### src/rtl/mips_muldiv_unit.sv
`default_nettype none
// ============================================================================
// Module   : mips_muldiv_unit
// Brief    : Multi-cycle multiply/divide unit with HI/LO registers. Signed
//            MULT/DIV are compiled in with `define MULDIV_SIGNED_EN.
// Revision : 1.0
// ============================================================================
module mips_muldiv_unit #(
   parameter int WIDTH = 32,
   parameter int CNT_W = $clog2(WIDTH) + 1
) (
   input  logic             clk,
   input  logic             rst,
   input  logic             start,
   input  logic [2:0]       op,
   input  logic [WIDTH-1:0] X,
   input  logic [WIDTH-1:0] Y,
   output logic             busy,
   output logic             done,
   output logic             div_by_zero,
   output logic [WIDTH-1:0] HI,
   output logic [WIDTH-1:0] LO
);

   localparam logic [2:0] c_OP_MTHI = 3'd4;
   localparam logic [2:0] c_OP_MTLO = 3'd5;

   typedef enum logic [1:0] {
      S_IDLE   = 2'd0,
      S_RUN    = 2'd1,
      S_FINISH = 2'd2
   } state_t;

   state_t           state_q, state_d;
   logic [CNT_W-1:0] cnt_q, cnt_d;
   logic [WIDTH-1:0] acc_hi_q, acc_hi_d;
   logic [WIDTH-1:0] acc_lo_q, acc_lo_d;
   logic [WIDTH-1:0] opnd_q, opnd_d;
   logic [WIDTH-1:0] hi_q, hi_d;
   logic [WIDTH-1:0] lo_q, lo_d;
   logic             is_div_q, is_div_d;
   logic             done_q, done_d;
   logic             dbz_q, dbz_d;

   logic             w_md_op;
   logic [WIDTH-1:0] w_x_mag, w_y_mag;
   logic [2*WIDTH-1:0] w_prod;
   logic [WIDTH-1:0] w_quo, w_rem;

`ifdef MULDIV_SIGNED_EN
   logic neg_pq_q, neg_pq_d;
   logic neg_r_q, neg_r_d;
   logic w_sgn_op, w_x_neg, w_y_neg, w_neg_pq;

   assign w_md_op  = ~op[2];
   assign w_sgn_op = ~op[2] & op[1];
   assign w_x_neg  = w_sgn_op & X[WIDTH-1];
   assign w_y_neg  = w_sgn_op & Y[WIDTH-1];
   assign w_x_mag  = w_x_neg ? -X : X;
   assign w_y_mag  = w_y_neg ? -Y : Y;
   // A zero divisor must still yield an all-ones quotient, so no sign flip.
   assign w_neg_pq = (w_x_neg ^ w_y_neg) & ~(op[0] & (Y == '0));
   assign w_prod   = neg_pq_q ? -{acc_hi_q, acc_lo_q} : {acc_hi_q, acc_lo_q};
   assign w_quo    = neg_pq_q ? -acc_lo_q : acc_lo_q;
   assign w_rem    = neg_r_q  ? -acc_hi_q : acc_hi_q;
`else
   assign w_md_op  = (op[2:1] == 2'b00);
   assign w_x_mag  = X;
   assign w_y_mag  = Y;
   assign w_prod   = {acc_hi_q, acc_lo_q};
   assign w_quo    = acc_lo_q;
   assign w_rem    = acc_hi_q;
`endif

   // Shift-add step: the multiplier drains out of acc_lo as the product enters.
   logic [WIDTH:0]     w_sum;
   logic [2*WIDTH-1:0] w_mul_step;
   assign w_sum      = {1'b0, acc_hi_q} + (acc_lo_q[0] ? {1'b0, opnd_q} : {(WIDTH+1){1'b0}});
   assign w_mul_step = {w_sum, acc_lo_q[WIDTH-1:1]};

   // Restoring step: the partial remainder needs one extra bit before the trial subtract.
   logic [WIDTH:0]     w_div_up, w_div_trial;
   logic [2*WIDTH-1:0] w_div_step;
   assign w_div_up    = {acc_hi_q, acc_lo_q[WIDTH-1]};
   assign w_div_trial = w_div_up - {1'b0, opnd_q};
   assign w_div_step  = w_div_trial[WIDTH]
                      ? {w_div_up[WIDTH-1:0], acc_lo_q[WIDTH-2:0], 1'b0}
                      : {w_div_trial[WIDTH-1:0], acc_lo_q[WIDTH-2:0], 1'b1};

   always_comb begin
      state_d  = state_q;
      cnt_d    = cnt_q;
      acc_hi_d = acc_hi_q;
      acc_lo_d = acc_lo_q;
      opnd_d   = opnd_q;
      is_div_d = is_div_q;
      hi_d     = hi_q;
      lo_d     = lo_q;
      dbz_d    = dbz_q;
      done_d   = 1'b0;
`ifdef MULDIV_SIGNED_EN
      neg_pq_d = neg_pq_q;
      neg_r_d  = neg_r_q;
`endif
      case (state_q)
         S_IDLE: begin
            if (start) begin
               if (w_md_op) begin
                  state_d  = S_RUN;
                  cnt_d    = CNT_W'(WIDTH);
                  is_div_d = op[0];
                  acc_hi_d = '0;
                  acc_lo_d = w_x_mag;
                  opnd_d   = w_y_mag;
`ifdef MULDIV_SIGNED_EN
                  neg_pq_d = w_neg_pq;
                  neg_r_d  = w_x_neg;
`endif
               end else if (op == c_OP_MTHI) begin
                  hi_d   = X;
                  done_d = 1'b1;
               end else if (op == c_OP_MTLO) begin
                  lo_d   = X;
                  done_d = 1'b1;
               end
            end
         end
         S_RUN: begin
            cnt_d = cnt_q - CNT_W'(1);
            if (is_div_q) {acc_hi_d, acc_lo_d} = w_div_step;
            else          {acc_hi_d, acc_lo_d} = w_mul_step;
            if (cnt_q == CNT_W'(1)) state_d = S_FINISH;
         end
         S_FINISH: begin
            state_d = S_IDLE;
            done_d  = 1'b1;
            if (is_div_q) begin
               lo_d  = w_quo;
               hi_d  = w_rem;
               dbz_d = (opnd_q == '0);
            end else begin
               {hi_d, lo_d} = w_prod;
            end
         end
         default: state_d = S_IDLE;
      endcase
   end

   always_ff @(posedge clk or posedge rst) begin
      if (rst) begin
         state_q  <= S_IDLE;
         cnt_q    <= '0;
         acc_hi_q <= '0;
         acc_lo_q <= '0;
         opnd_q   <= '0;
         is_div_q <= 1'b0;
         hi_q     <= '0;
         lo_q     <= '0;
         done_q   <= 1'b0;
         dbz_q    <= 1'b0;
`ifdef MULDIV_SIGNED_EN
         neg_pq_q <= 1'b0;
         neg_r_q  <= 1'b0;
`endif
      end else begin
         state_q  <= state_d;
         cnt_q    <= cnt_d;
         acc_hi_q <= acc_hi_d;
         acc_lo_q <= acc_lo_d;
         opnd_q   <= opnd_d;
         is_div_q <= is_div_d;
         hi_q     <= hi_d;
         lo_q     <= lo_d;
         done_q   <= done_d;
         dbz_q    <= dbz_d;
`ifdef MULDIV_SIGNED_EN
         neg_pq_q <= neg_pq_d;
         neg_r_q  <= neg_r_d;
`endif
      end
   end

   assign busy        = (state_q != S_IDLE);
   assign done        = done_q;
   assign div_by_zero = dbz_q;
   assign HI          = hi_q;
   assign LO          = lo_q;

endmodule
`default_nettype wire

### config.mk
export PLATFORM = sky130hd
export DESIGN_NAME = mips_muldiv_unit
export DESIGN_NICKNAME = d
export VERILOG_FILES = /design/src/rtl/mips_muldiv_unit.sv
export SDC_FILE = /design/constraint.sdc
export NUM_CORES = 1
export LEC_CHECK = 0
export ABC_AREA = 0
export CORE_ASPECT_RATIO = 0.75
export CORE_MARGIN = 2
export CORE_UTILIZATION = 39
export CTS_BUF_LIST = sky130_fd_sc_hd__clkbuf_4
export CTS_CLUSTER_DIAMETER = 80
export DETAILED_ROUTE_END_ITERATION = 16
export PLACE_DENSITY_LB_ADDON = 0.1
export SKIP_CTS_REPAIR_TIMING = 1
export SYNTH_ARGS = -nofsm -noshare
export SYNTH_HDL_FRONTEND = slang
export SYNTH_SLANG_ARGS = --single-unit
### constraint.sdc
create_clock -name clk -period 7.1 [get_ports clk]
set_clock_uncertainty 0.05 [all_clocks]
set_input_delay 1.42 -clock clk [delete_from_list [all_inputs] [get_ports clk]]
set_output_delay 1.42 -clock clk [all_outputs]
set_load 0.01 [all_outputs]
## Yosys cells after proc, flatten, opt, wreduce, memory -nomap -nowiden

Cells that the tools add are included.

- Bits in registers: 171
- Input bits: 70
- Output and inout bits: 67

- Add/subtract/negate cells: 3
- Eq/ne operators: 12
- Multiplexer cells: 31
- Reduce and logical (&&, ||, !) cells: 12

Operators by type and width:

| kind | number |
|---|---|
| 2-to-1 mux 32 bit | 14 |
| one-hot mux 32 bit (2 select lines) | 4 |
| 2-to-1 mux 64 bit | 1 |
| adder 32 x 32 -> 33 bit | 1 |
| subtractor 33 x 32 -> 33 bit | 1 |
| zero test 32 bit | 1 |
| inequality test 2 bit (second input constant) | 7 |
| 2-to-1 mux 6 bit | 2 |
| one-hot mux 6 bit (2 select lines) | 1 |
| AND reduction 3 bit | 3 |
| equality test 3 bit (second input constant) | 2 |
| equality test 6 x 1 -> 1 bit (second input constant) | 1 |
| 2-to-1 mux 2 bit | 3 |
| nonzero test 2 bit | 3 |
| subtractor 6 x 1 -> 6 bit (second input constant) | 1 |
| AND reduction 5 bit | 1 |
| zero test 2 bit | 2 |
| 2-to-1 mux 1 bit | 4 |
| one-hot mux 2 bit (2 select lines) | 1 |
| AND reduction 4 bit | 1 |
| equality test 2 x 1 -> 1 bit (second input constant) | 1 |
| equality test 2 bit (second input constant) | 1 |
| one-hot mux 1 bit (2 select lines) | 1 |
| AND reduction 2 bit | 1 |

## Longest topological paths before layout

- Depth in word-level cells: 6
- Gate-level depth with buffers: 14
- Depth with buffers taken out: 13

## Least setup slack after synthesis

OpenSTA, ideal clock, no wires.

- Path kind: input -> register
- Start point: input op[1]
- End point: register acc_hi_q[13]
- Setup time: 0.143 ns
- Arrival time: 2.831 ns
- Path slack: 4.076 ns
- Stages: 7
- Buffers on the path: 2
- Cells stage by stage: nand2b_1 > nor3_1 > nor2_1 > clkbuf_1 > clkbuf_1 > nand2_1 > o221ai_1

- Longest elaborated chain between the ends: 3

Ends and longest elaborated chain:

| item | RTL line | source |
|---|---|---|
| from (decl) | 15 | `input logic [2:0] op,` |
| zero test 2 bit | 67 | `assign w_md_op = (op[2:1] == 2'b00);` |
| inequality test 2 bit (no source line) | -- |  |
| AND reduction 3 bit (no source line) | -- |  |
| to (signal assigned) | 168 | `acc_hi_q <= acc_hi_d;` |
| to (decl) | 36 | `logic [WIDTH-1:0] acc_hi_q, acc_hi_d;` |

Every way passes these cells.
A chain may end at the register's enable or synchronous reset.

## Final worst setup path

- Start point: register acc_lo_q[31]
- End point: register acc_hi_q[9]

- Longest elaborated chain between the ends: 4

Ends and longest elaborated chain:

| item | RTL line | source |
|---|---|---|
| from (decl) | 37 | `logic [WIDTH-1:0] acc_lo_q, acc_lo_d;` |
| from (signal assigned) | 169 | `acc_lo_q <= acc_lo_d;` |
| subtractor 33 x 32 -> 33 bit | 85 | `assign w_div_trial = w_div_up - {1'b0, opnd_q};` |
| 2-to-1 mux 64 bit | 87 | `? {w_div_up[WIDTH-1:0], acc_lo_q[WIDTH-2:0], 1'b0}` |
| 2-to-1 mux 32 bit | 130 | `if (is_div_q) {acc_hi_d, acc_lo_d} = w_div_step;` |
| one-hot mux 32 bit (2 select lines) | 105 | `case (state_q)` |

Every way passes these cells.

==> summary.txt <==
Placement
  – PortBufs: between 100 and 150
  – Dpl hpwl: 26,400 µm
  – Placer Congestion: 0.882
  – Placement-stage cell area: 0.0133 mm²
  – Pre-CTS worst setup slack: around 3000 ps

Detailed routing
  – Vias after detailed routing: 10,500
  – Post-Route WL: 36,600 µm
  – Avg WL per Cell: slightly below 20 µm
  – Final ANT Viol Nets: 0
  – Initial DRC Count: 792
  – Drt drc: 0
  – Drt via density: 5.55
  – DR pass1 iterations: 5

Cells and area
  – Area occupied by multi-input gates: approximately 0.007 mm²
  – Cell area after layout: approximately 0.014 mm²
  – # fillers: 2,908
  – Area grow syn2layout: 16.2%
  – Nets: 1,634
  – Layout cells sized above 1: about 4.4%
  – Register area: 0.00428 mm²
  – Finished Core Util: between 40% and 50%

Worst setup path
  – Most common cell type on the critical path: a21oi_1
  – WP buf/inv: 2
  – Worst path slowest cell: xnor2_4
  – Startpoint types: flop
  – R2r worst-path depth: 13
  – Crit path kind: reg2reg
  – Top delay family on crit path: compound AO/OA/AOI/OAI gates
  – Crit path DAT: roughly 4700 ps
  – Crit Path Max Fanout: 26
  – Reg-to-Reg Start: acc_lo_q[31]$_DFFE_PP0P_
  – Crit. End Element: flop
  – Reg2Reg Setup Slack: between 2000 and 3000 ps
  – CP peak stage delay: about 550 ps
  – Crit path required time: about 7600 ps
  – Critical-path cell list: inv_1 > ha_1 > fa_1 > nand2b_1 > a21oi_1 > o311ai_1 > o21ai_2 > a21oi_2 > xnor2_4 > buf_4 > mux2i_1 > a21oi_1 > a31o_1
  – FF-to-FF End: acc_hi_q[9]$_DFFE_PP0P_

GRT
  – Initial antenna violation count: 2
  – Largest net degree at the start of global routing: 79
  – First-pass GRT wire length: 58,000 µm
  – Tot GR Track Use: between 20% and 30%
  – Grt ovf: 0
  – Vias in the first global route: approximately 10,000

Power and ir drop
  – Clock power frac: 6.8%
  – Switching pwr: around 4 mW
  – Share of power burned in registers: 24.9%
  – Fraction of power spent switching nets: roughly 50%
  – Pleak: between 5 and 6 nW
  – Pwr dens: 585 mW/mm²
  – Int Pwr: 3.94 mW
  – Combinational power share: 68.3%
  – Max VDD drop: about 0.00023 V

Die
  – I/O pins: ~140
  – Die ar.: roughly 0.031 mm²
  – # rows: 54
  – Chip Width: ~200 µm
  – Die Y: ~150 µm
  – Initial Utilization: about two fifths
  – Core region area: 0.0293 mm²

Clock tree
  – Clk_lat worst skew: about 660 ps
  – CTS max path bufs: 2
  – CTS tree: done
  – CTS sink count: ~170
  – Buffer type at the clock tree root: clkbuf_4
  – H-tree depth: 4
  – Num CTS Buffers: 17
  – Clock Pin Slew Worst Setup and Hold Paths: approximately 140 ps

Yosys
  – Top cells by area, synth: dfrtp_1 (37%), a21oi_1 (7.1%), ha_1 (7.1%)
  – Synth cell count leaders: nand2_1 (208), dfrtp_1 (171), a21oi_1 (165)
  – Ys Warns: 0
  – Flops & latches, synth: 171
  – Mapped Avg Cell Area: 8.26 µm²
  – Mapped Area: 0.0116 mm²
  – Most frequent cell after synthesis: nand2_1
  – Top FF cell, synth: dfrtp_1
  – Sequential-to-total area share from yosys stat: a little under two fifths
  – Number of flops mapped to enable cells by yosys: 0
  – Post-Synthesis Cells: roughly 1,400
  – Net Count, Synth: 1,548
  – Async set or reset register ratio after synthesis: 100%
  – Synth top area share: a little under two fifths
  – Post-synthesis cell type count: 70
  – Cell taking the most area after synthesis: dfrtp_1

Timing
  – Final Slew Violations: 0
  – Final hold violations: 0
  – Tcrit/Tclk final: approximately three fifths
  – Setup tns final: 0 ps
  – Worst Setup Slack, final: 2940 ps
  – Setup-failing EPs final: 0
  – Tightest Pin Transition: ~1300 ps
  – Rel. slew slack: 14.7%
  – F_max: ~240 MHz
  – Tmin final: ~4200 ps
  – Worst hold margin: ~440 ps
  – RSZ-0062 raised after global routing: no

Hold path
  – HP Class: reg2reg
  – HP Start: HI[25]$_DFFE_PP0P_
  – WHS Endpoint: HI[25]$_DFFE_PP0P_
  – Hold path depth: 2

Run
  – Max_cap viols: 0

Status
  – Run status: completed
-- logic make-up after synthesis --
group / after synthesis / share of synthesized area [%]
flops: 171 / 36.7
fa+ha+maj: 68 / 7.43
simple gates: 478 / 19.7
mux: 24 / 2.07
buf+inv: 135 / 4.65
compound gates: 479 / 25.2
xor+xnor: 55 / 4.20
-- cells in the final DEF, fill, tap and decap left out, types with 4 or more instances in the layout --
| cell type | synthesis | layout |
|---|---|---|
| a211oi_1 | 38 | 38 |
| a21o_1 | 25 | 25 |
| a21oi_1 | 165 | 165 |
| a221o_1 | 6 | 6 |
| a22oi_1 | 14 | 14 |
| a31oi_1 | 47 | 47 |
| and2_1 | 38 | 38 |
| and3_1 | 6 | 6 |
| buf_4 | 2 | 14 |
| clkbuf_4 | 0 | 19 |
| clkdlybuf4s50_1 | 0 | 136 |
| clkinv_2 | 0 | 4 |
| dfrtp_1 | 171 | 170 |
| ha_1 | 66 | 66 |
| inv_1 | 52 | 51 |
| mux2i_1 | 23 | 23 |
| nand2_1 | 208 | 208 |
| nand2b_1 | 19 | 18 |
| nand3_1 | 8 | 8 |
| nand4_1 | 16 | 16 |
| nor2_1 | 75 | 72 |
| nor2b_1 | 66 | 65 |
| nor3_1 | 12 | 11 |
| nor4_1 | 11 | 11 |
| o211ai_1 | 4 | 4 |
| o21a_1 | 5 | 5 |
| o21ai_0 | 105 | 105 |
| o21ai_1 | 14 | 14 |
| o21bai_1 | 10 | 9 |
| o221ai_1 | 8 | 8 |
| o31ai_1 | 5 | 5 |
| or3_1 | 5 | 5 |
| xnor2_1 | 28 | 28 |
| xor2_1 | 26 | 26 |
-- power groups by stage --
| stage | registers (mW) | clock network, mW | logic (mW) |
|---|---|---|---|
| after detailed placement | 2.00 | 0 | 5.32 |
| final | 1.97 | 0.541 | 5.41 |
| after global routing | 2.04 | 0.598 | 5.99 |
| after CTS | 1.98 | 0.563 | 5.36 |
| after floorplan | 1.84 | 0 | 3.95 |
| after global placement | 2.00 | 0 | 5.30 |
-- cell type report --
| type | instances | area share, % |
|---|---|---|
| multi-input combinational | 1104 | 50.8 |
| sequential | 171 | 31.6 |
| timing repair buffer | 150 | 10.8 |
| tap | 392 | 3.62 |
| inverter | 52 | 1.48 |
| clock buffer | 19 | 1.05 |
| clock inverter | 10 | 0.573 |
| antenna | 2 | 0.0370 |
-- state kept, by name, indices dropped and copies added, names as in the netlist --
name,cells
HI,32
LO,32
acc_hi_q,32
acc_lo_q,32
opnd_q,32
cnt_q,6
state_q,2
div_by_zero,1
done,1
is_div_q,1
-- layer usage --
metal  GRT usage, %  up-vias  share of wire [%]
met5              0        -                  0
met4           6.22        0                1.4
met3           4.07       37                5.5
met2           35.0      304                 43
met1           36.0     5005                 50
li1               -     5202                  -
-- stage by stage --
step           std cells  total power [mW]
2_1_floorplan       1410              5.79
3_3_place_gp        1869              7.30
3_5_place_dp        1869              7.32
4_1_cts             1898              7.90
5_1_grt             1900              8.63
6_report            1900              7.92
-- how the worst max path moves through the flow --
stage,slack (ps),to,start,cells after the start
floorplan,1000,HI[0]$_DFFE_PP0P_,rst,1
global placement,3170,acc_hi_q[9]$_DFFE_PP0P_,acc_lo_q[31]$_DFFE_PP0P_,13
detailed placement,3040,acc_hi_q[25]$_DFFE_PP0P_,acc_lo_q[31]$_DFFE_PP0P_,13
CTS,3030,acc_hi_q[9]$_DFFE_PP0P_,acc_lo_q[31]$_DFFE_PP0P_,13
global route,2730,acc_hi_q[25]$_DFFE_PP0P_,acc_lo_q[31]$_DFFE_PP0P_,13
finish,2940,acc_hi_q[9]$_DFFE_PP0P_,acc_lo_q[31]$_DFFE_PP0P_,13
-- worst register-to-register path, delay by kind of cell (launching register included) --
kind | cells | cell delay (ps)
xor gates and xnor gates | 1 | 550
DFF | 1 | 420
and+or+nand+nor | 1 | 210
buffers and inverters | 2 | 580
AOI/OAI and AO/OA | 6 | 1370
muxes | 1 | 250
adders and majority gates | 2 | 640
Note: power is estimated with default switching activity, not from simulation.
